==> src/rtl/apb_timer_regs.sv <==
// Timer register bank (CTRL/LOAD/COUNT/STATUS/ID) with a prescaled 32-bit down-counter and irq.
// Latency: read data is combinational from the offset; writes and counter state update at the next clk edge.
// Backpressure: none, every strobe is accepted in the cycle it is presented.
module apb_timer_regs #(
  parameter int          ADDR_WIDTH = 12,
  parameter int          DATA_WIDTH = 32,
  parameter logic [31:0] ID_VALUE   = 32'h5449_4D01
) (
  input  logic                  clk,
  input  logic                  rst,
  input  logic [ADDR_WIDTH-1:0] reg_addr_offset,
  input  logic                  reg_wr_en,
  input  logic                  reg_rd_en,
  input  logic [DATA_WIDTH-1:0] reg_wdata,
  output logic [DATA_WIDTH-1:0] reg_rdata,
  output logic                  irq
);

  localparam int WW = ADDR_WIDTH - 2;

  logic          en, reload, irq_en, expired;
  logic [7:0]    prescale, pcnt;
  logic [31:0]   load, count;

  logic          en_n, reload_n, irq_en_n, expired_n;
  logic [7:0]    prescale_n, pcnt_n;
  logic [31:0]   load_n, count_n;

  logic [WW-1:0] word;
  logic          ctrl_wr, load_wr, status_wr;
  logic          tick, start, expire;

  assign word      = reg_addr_offset[ADDR_WIDTH-1:2];
  assign ctrl_wr   = reg_wr_en && (word == WW'(0));
  assign load_wr   = reg_wr_en && (word == WW'(1));
  assign status_wr = reg_wr_en && (word == WW'(3));

  assign tick   = en && (pcnt == prescale);
  assign expire = tick && (count == 32'd0);
  // Start uses the pre-edge EN so a CTRL write racing a one-shot clear does not reload.
  assign start  = ctrl_wr && reg_wdata[0] && !en;

  always_comb begin
    en_n       = en;
    reload_n   = reload;
    irq_en_n   = irq_en;
    prescale_n = prescale;
    load_n     = load;
    count_n    = count;
    expired_n  = expired;
    pcnt_n     = pcnt;

    if (expire && !reload) en_n = 1'b0;
    if (ctrl_wr) begin
      en_n       = reg_wdata[0];
      reload_n   = reg_wdata[1];
      irq_en_n   = reg_wdata[2];
      prescale_n = reg_wdata[15:8];
    end
    if (load_wr) load_n = reg_wdata;

    // Reload paths read the pre-edge LOAD, so a same-cycle LOAD write lands next time.
    if (start) begin
      count_n = load;
    end else if (tick) begin
      if (count != 32'd0) count_n = count - 32'd1;
      else if (reload)    count_n = load;
    end

    if (expire)                       expired_n = 1'b1;
    else if (status_wr && reg_wdata[0]) expired_n = 1'b0;

    if (!en_n || start || tick) pcnt_n = 8'd0;
    else                        pcnt_n = pcnt + 8'd1;
  end

  always_ff @(posedge clk) begin
    if (rst) begin
      en       <= 1'b0;
      reload   <= 1'b0;
      irq_en   <= 1'b0;
      prescale <= 8'd0;
      load     <= 32'hFFFF_FFFF;
      count    <= 32'd0;
      expired  <= 1'b0;
      pcnt     <= 8'd0;
      irq      <= 1'b0;
    end else begin
      en       <= en_n;
      reload   <= reload_n;
      irq_en   <= irq_en_n;
      prescale <= prescale_n;
      load     <= load_n;
      count    <= count_n;
      expired  <= expired_n;
      pcnt     <= pcnt_n;
      irq      <= expired_n & irq_en_n;
    end
  end

  always_comb begin
    reg_rdata = '0;
    case (word)
      WW'(0):  reg_rdata = {16'd0, prescale, 5'd0, irq_en, reload, en};
      WW'(1):  reg_rdata = load;
      WW'(2):  reg_rdata = count;
      WW'(3):  reg_rdata = {30'd0, en, expired};
      WW'(4):  reg_rdata = ID_VALUE;
      default: reg_rdata = '0;
    endcase
  end

  logic unused;
  assign unused = &{1'b0, reg_rd_en, reg_addr_offset[1:0]};

endmodule

==> config.mk <==
export PLATFORM = sky130hd
export DESIGN_NAME = apb_timer_regs
export DESIGN_NICKNAME = d
export VERILOG_FILES = /design/src/rtl/apb_timer_regs.sv
export SDC_FILE = /design/constraint.sdc
export NUM_CORES = 1
export LEC_CHECK = 0
export ABC_AREA = 1
export BUFFER_PORTS_ARGS = -buffer_cell sky130_fd_sc_hd__clkbuf_2
export CAP_MARGIN = 10
export CELL_PAD_IN_SITES_DETAIL_PLACEMENT = 1
export CELL_PAD_IN_SITES_GLOBAL_PLACEMENT = 1
export CORE_MARGIN = 10
export CORE_UTILIZATION = 37
export CTS_CLUSTER_DIAMETER = 120
export DETAILED_ROUTE_END_ITERATION = 10
export GPL_ROUTABILITY_DRIVEN = 0
export GPL_TIMING_DRIVEN = 0
export PLACE_DENSITY_LB_ADDON = 0.08
export RECOVER_POWER = 25
export SYNTH_ARGS = -nofsm -noshare
export SYNTH_HDL_FRONTEND = slang
export SYNTH_SLANG_ARGS = --single-unit
==> constraint.sdc <==
create_clock -name clk -period 2 [get_ports clk]
set_clock_uncertainty 0.1 [all_clocks]
set_input_delay 0.2 -clock clk [delete_from_list [all_inputs] [get_ports clk]]
set_output_delay 0.2 -clock clk [all_outputs]
set_load 0.1 [all_outputs]
Yosys cells after proc, flatten, opt, wreduce, memory -nomap -nowiden
Index checks and enable logic that the tools add are counted.
- bits in registers: 85
- input port bits: 48
- output and inout port bits: 33
- logic and storage cells: 48
- bitwise gates (word level): 1
- reductions and logical operators: 21
- add/subtract/negate cells: 2
- muxes and demuxes: 10
- equality and inequality tests: 5
- operator list (kind ; number):
    $pmux 32 s5 ; 1
    $mux 32 ; 4
    $logic_not 32->1 ; 1
    $reduce_bool 32->1 ; 1
    $sub 32x1->32 const B ; 1
    $eq 10x2->1 const B ; 2
    $eq 10x1->1 const B ; 1
    $eq 10x3->1 const B ; 1
    $logic_not 10->1 ; 1
    $logic_and 1x1->1 ; 9
    $add 8x1->8 const B ; 1
    $eq 8x8->1 ; 1
    $mux 1 ; 5
    $logic_not 1->1 ; 3
    $reduce_bool 3->1 ; 1
    $logic_or 1x1->1 ; 2
    $reduce_and 2->1 ; 1
    $reduce_bool 2->1 ; 1
    $reduce_or 2->1 ; 1
    $and 1x1->1 ; 1

Logic depth before layout (Yosys ltp)
- depth in word-level cells: 10
- mapped depth: 15
- depth with buffers taken out: 14

Worst setup path after synthesis
No wires, ideal clock.
- kind: input-to-output
- from: input reg_addr_offset[7]
- to: output reg_rdata[18]
- arrival: 3051 ps
- required time: 1700 ps
- path buffers: 1
- path slack: -1351 ps
- cell stages on the path: 6
- cell sequence: nor2_1 nand3_2 inv_1 nand3_1 clkbuf_1 o21ai_0
- longest elaborated chain between the ends: 2
- elaborated cells between the ends (all ways): 6
- those cells by class: eq/ne (4); mux (1); reduce/logical (1)
- ends and longest elaborated chain (what ; RTL line ; RTL):
    start: declaration ; 11 ; input logic [ADDR_WIDTH-1:0] reg_addr_offset,
    $eq 10x3->1 (tied with other cells) ; 103 ; case (word)
    $pmux 32 s5 * ; 103 ;
    end: declaration ; 15 ; output logic [DATA_WIDTH-1:0] reg_rdata,
Mark *: on every way between the ends. The rest lies on a longest branch, timed or not.

Worst setup path after layout
- from: register count[2]
- to: register count[31]
- longest elaborated chain between the ends: 4
- elaborated cells between the ends (all ways): 7
- those cells by class: add/sub (1); mux (3); reduce/logical (3)
- ends and longest elaborated chain (what ; RTL line ; RTL):
    start: declaration ; 23 ; logic [31:0] load, count;
    start signal: assignment ; 94 ; count <= count_n;
    $sub 32x1->32 or $reduce_bool 32->1 (tied branches) ; 66 ; if (count != 32'd0) count_n = count - 32'd1;
    $mux 32 ; 66 ;
    $mux 32 ; 65 ; end else if (tick) begin
    $mux 32 ; 63 ; if (start) begin
Several ways; a longest one is shown, not always the timed one. The select of a mux whose other input is x is not followed.
A chain may end at the register's enable or synchronous reset.

==> results_dict.tcl <==
set metrics [dict create \
    worstSetupStartpointType "register" \
    cts_buffers 9 \
    area_growth_pct 45.2 \
    synthFlopType "dfxtp_1" \
    synth_fp_nets 906 \
    maxCapViolCount 0 \
    io_buffers 75 \
    ant_nets 0 \
    synth_top_family_by_area "simple AND/OR/NAND/NOR gates" \
    layout_commonest_cell "nand2_1" \
    slowest_stage "dfxtp_1" \
    htreeDepth 3 \
    antennaDiodeCount 0 \
    num_vias 6584 \
    syn-cell-area_mm2 0.00547 \
    layout_common_cells "203 x nand2_1, 101 x nand3_1, 90 x nor2_1" \
    die_area_mm2 0.0200 \
    synth-adder-area-share_pct 0.686 \
    wirelength_mm 25.3 \
    max_stage_delay_ps 410 \
    post_drt_wl_per_cell_um 21.6 \
    critical_path.startpoint "count[2]" \
    synth_seq_cells 85 \
    slew_headroom_pct 41.8 \
    use_met1_pct 31.8 \
    fp.dieW_um 142 \
    tightest_slew_ps 873 \
    finalHoldViolCount 2 \
    hold_class "primary input to register" \
    synth-seq-area-share_pct 31.1 \
    worst-path-max-fanout 5 \
    synthXorXnorAreaFrac_pct 3.52 \
    max_freq_mhz 470 \
    fp.dieH_um 142 \
    initial_core_util_pct 37.6 \
    crit_path_end "count[31]" \
    synth_cells 855 \
    vdd_drop_max_uv 395 \
    crit_chain "nor2_1, nand2_1, nor2_4, nand2_1, o21ai_0, nand3_1, nand3_2, a21oi_2" \
    rows 44 \
    ys_warn_count 0 \
    cts_sinks 85 \
    violations "negative hold slack, negative setup slack" \
    synthTopCellsByArea "dfxtp_1 31%, nand2_1 14%, nand3_1 9.6%, nor2_1 7.3%, inv_1 6.2%" \
    fin_crit_sh_pct 106 \
    post-dp-hpwl_mm 18.2 \
    pin_count 81 \
    synth-compound-area-share_pct 12.7 \
    synthDistinctLibCells 40 \
    rsz0062_at_grt "true" \
    r2r-start "count[2]" \
    synth_top_area_share_pct 31.1 \
    grt_overflow_total 0 \
    vias_per_cell 5.61 \
    worst_slack_ps -127 \
    path_common_cell "nand2_1" \
    path_clk_slew_ps 70 \
    first_global_vias 6865 \
    status "finished, violations left" \
    drt-initial-drc-count 527 \
    cts_tree "yes" \
    drv_slew 0 \
    final_layout_size_suffix_gt1_share_pct 29.2 \
    synth_mux_area_share_pct 0 \
    period_minus_slack_ps 2130 \
    reg2reg_depth 8 \
    grt_use_met2_pct 39.8 \
    grt_use_met3_pct 3.74 \
    root_buffer "clkbuf_16" \
    worst_setup_path_end_kind "register" \
    firstDrtPassIters 5 \
    hold_ws_ps -7.37 \
    synth_edf_count 0 \
    cellPowerDensity_mw_per_mm2 445 \
    insertion_delay_ps 360 \
    final_area_mm2 0.00794 \
    grt_start_max_net_pins 14 \
    grt_busiest_layer "met2" \
    yosys.area_share.simple_pct 42.2 \
    syn_area_per_cell_um2 6.40 \
    critPathRequiredTime_ps 2120 \
    finalSetupViolCount 21 \
    reg2reg_slack_ps -130 \
    grt_pass1_wl_mm 38.2 \
    antenna_found_initial 0 \
    final_util_pct 54.7 \
    worstSetupPathType "register to register" \
    grt_use_total_pct 24.1 \
    coreArea_mm2 0.0145 \
    nNetsFinal 1036 \
    synth_area_leader_cell "dfxtp_1" \
    worstPathArrival_ps 2240 \
    synthArstFlopShare_pct 0 \
    p_leak_nw 3.75 \
    place_area_mm2 0.00656 \
    drc_errors 0 \
    reg2reg_to "count[31]" \
    clockBufferDepth 2 \
]
state kept, by name (all words and copies together), names as in the netlist:
register / cells
irq: 1
reload: 1
count: 32
pcnt: 8
en: 1
load: 32
prescale: 8
expired: 1
irq_en: 1
metal layers:
metal | vias up | routed length [um]
li1 | 3055 | -
met1 | 3254 | 10900
met2 | 239 | 12300
met3 | 36 | 1470
met4 | 0 | 577
met5 | - | 0
synth_stat cells (6+ instances only):
library cell and instances:
o21ai_0 40, nand2_2 9, o22ai_1 12, clkbuf_1 20, dfxtp_1 85, inv_1 91
nor2_1 107, nor2_2 14, a21oi_2 10, nor3_1 7, o21ai_1 9, a21oi_1 29
xor2_1 17, o221ai_1 10, nand4_1 17, nand3_1 105, nand2_1 209, buf_2 6
nand3_2 14
cells by family (layout without fill, tap and decap cells):
| kind of cell | after synthesis | count (layout) |
|---|---|---|
| compound gates | 116 | 116 |
| buf+inv | 130 | 264 |
| xor+xnor | 22 | 22 |
| simple gates | 499 | 499 |
| flops | 85 | 85 |
| fa+ha+maj | 3 | 3 |
per-stage QoR:
stage                     total power [mW]  std cells  setup TNS [ps]  hold WS [ps]  setup slack (ps)
final                                 3.53       1173            -807         -7.37              -127
after global routing                  3.62       1173           -4980          6.52              -157
after CTS                             3.52       1159           -51.7          1.23             -24.4
after detailed placement              1.88       1114          -40350           348              -935
after global placement                1.87       1114          -35530           338              -894
after floorplan                       1.79        855            -612           254              -424
worst min path at each step:
stage                              from       end  slack [ps]  cells past startpoint
after global placement    reg_wdata[18]  load[18]         340                      3
after global routing       reg_wdata[6]   load[6]           7                      3
after floorplan           reg_wdata[10]  load[10]         250                      2
after detailed placement  reg_wdata[30]  load[30]         350                      3
final                      reg_wdata[6]   load[6]          -7                      3
after CTS                 reg_wdata[26]  load[26]           1                      3
what timing repair did:
action / 4_1_cts / 5_1_grt
endpoints found under the setup margin: 104 / 69
pin swaps: 10 / 17
gates cloned: 0 / 4
hold buffers: 11 / 0
buffers inserted: 19 / 10
resized for setup: 95 / 87
endpoints found under the hold margin: 11 / 0
critical path: cells and delay by family, from the launching register on:
| kind | cells | cell delay [ps] |
|---|---|---|
| AOI/OAI and AO/OA | 2 | 320 |
| DFF | 1 | 410 |
| and+or+nand+nor | 6 | 1150 |
where the power goes:
group | switching (mW) | leakage [nW] | internal, mW | total (mW)
Combinational | 0.114 | 2.91 | 0.0664 | 0.180
Sequential | 0.000554 | 0.690 | 1.69 | 1.69
Clock | 0.764 | 0.141 | 0.900 | 1.66
area by class of cell:
cell class                      instances  area (um2)
Sequential cell                        85        1720
Tap cell                              184         230
Fill cell                            1841        6590
Timing Repair Buffer                  119        1140
Multi-Input combinational cell        640        3930
Buffer                                 34         275
Clock inverter                          4        23.8
Inverter                               96         379
Clock buffer                           11         253
Power figures use the tool's default switching activity.
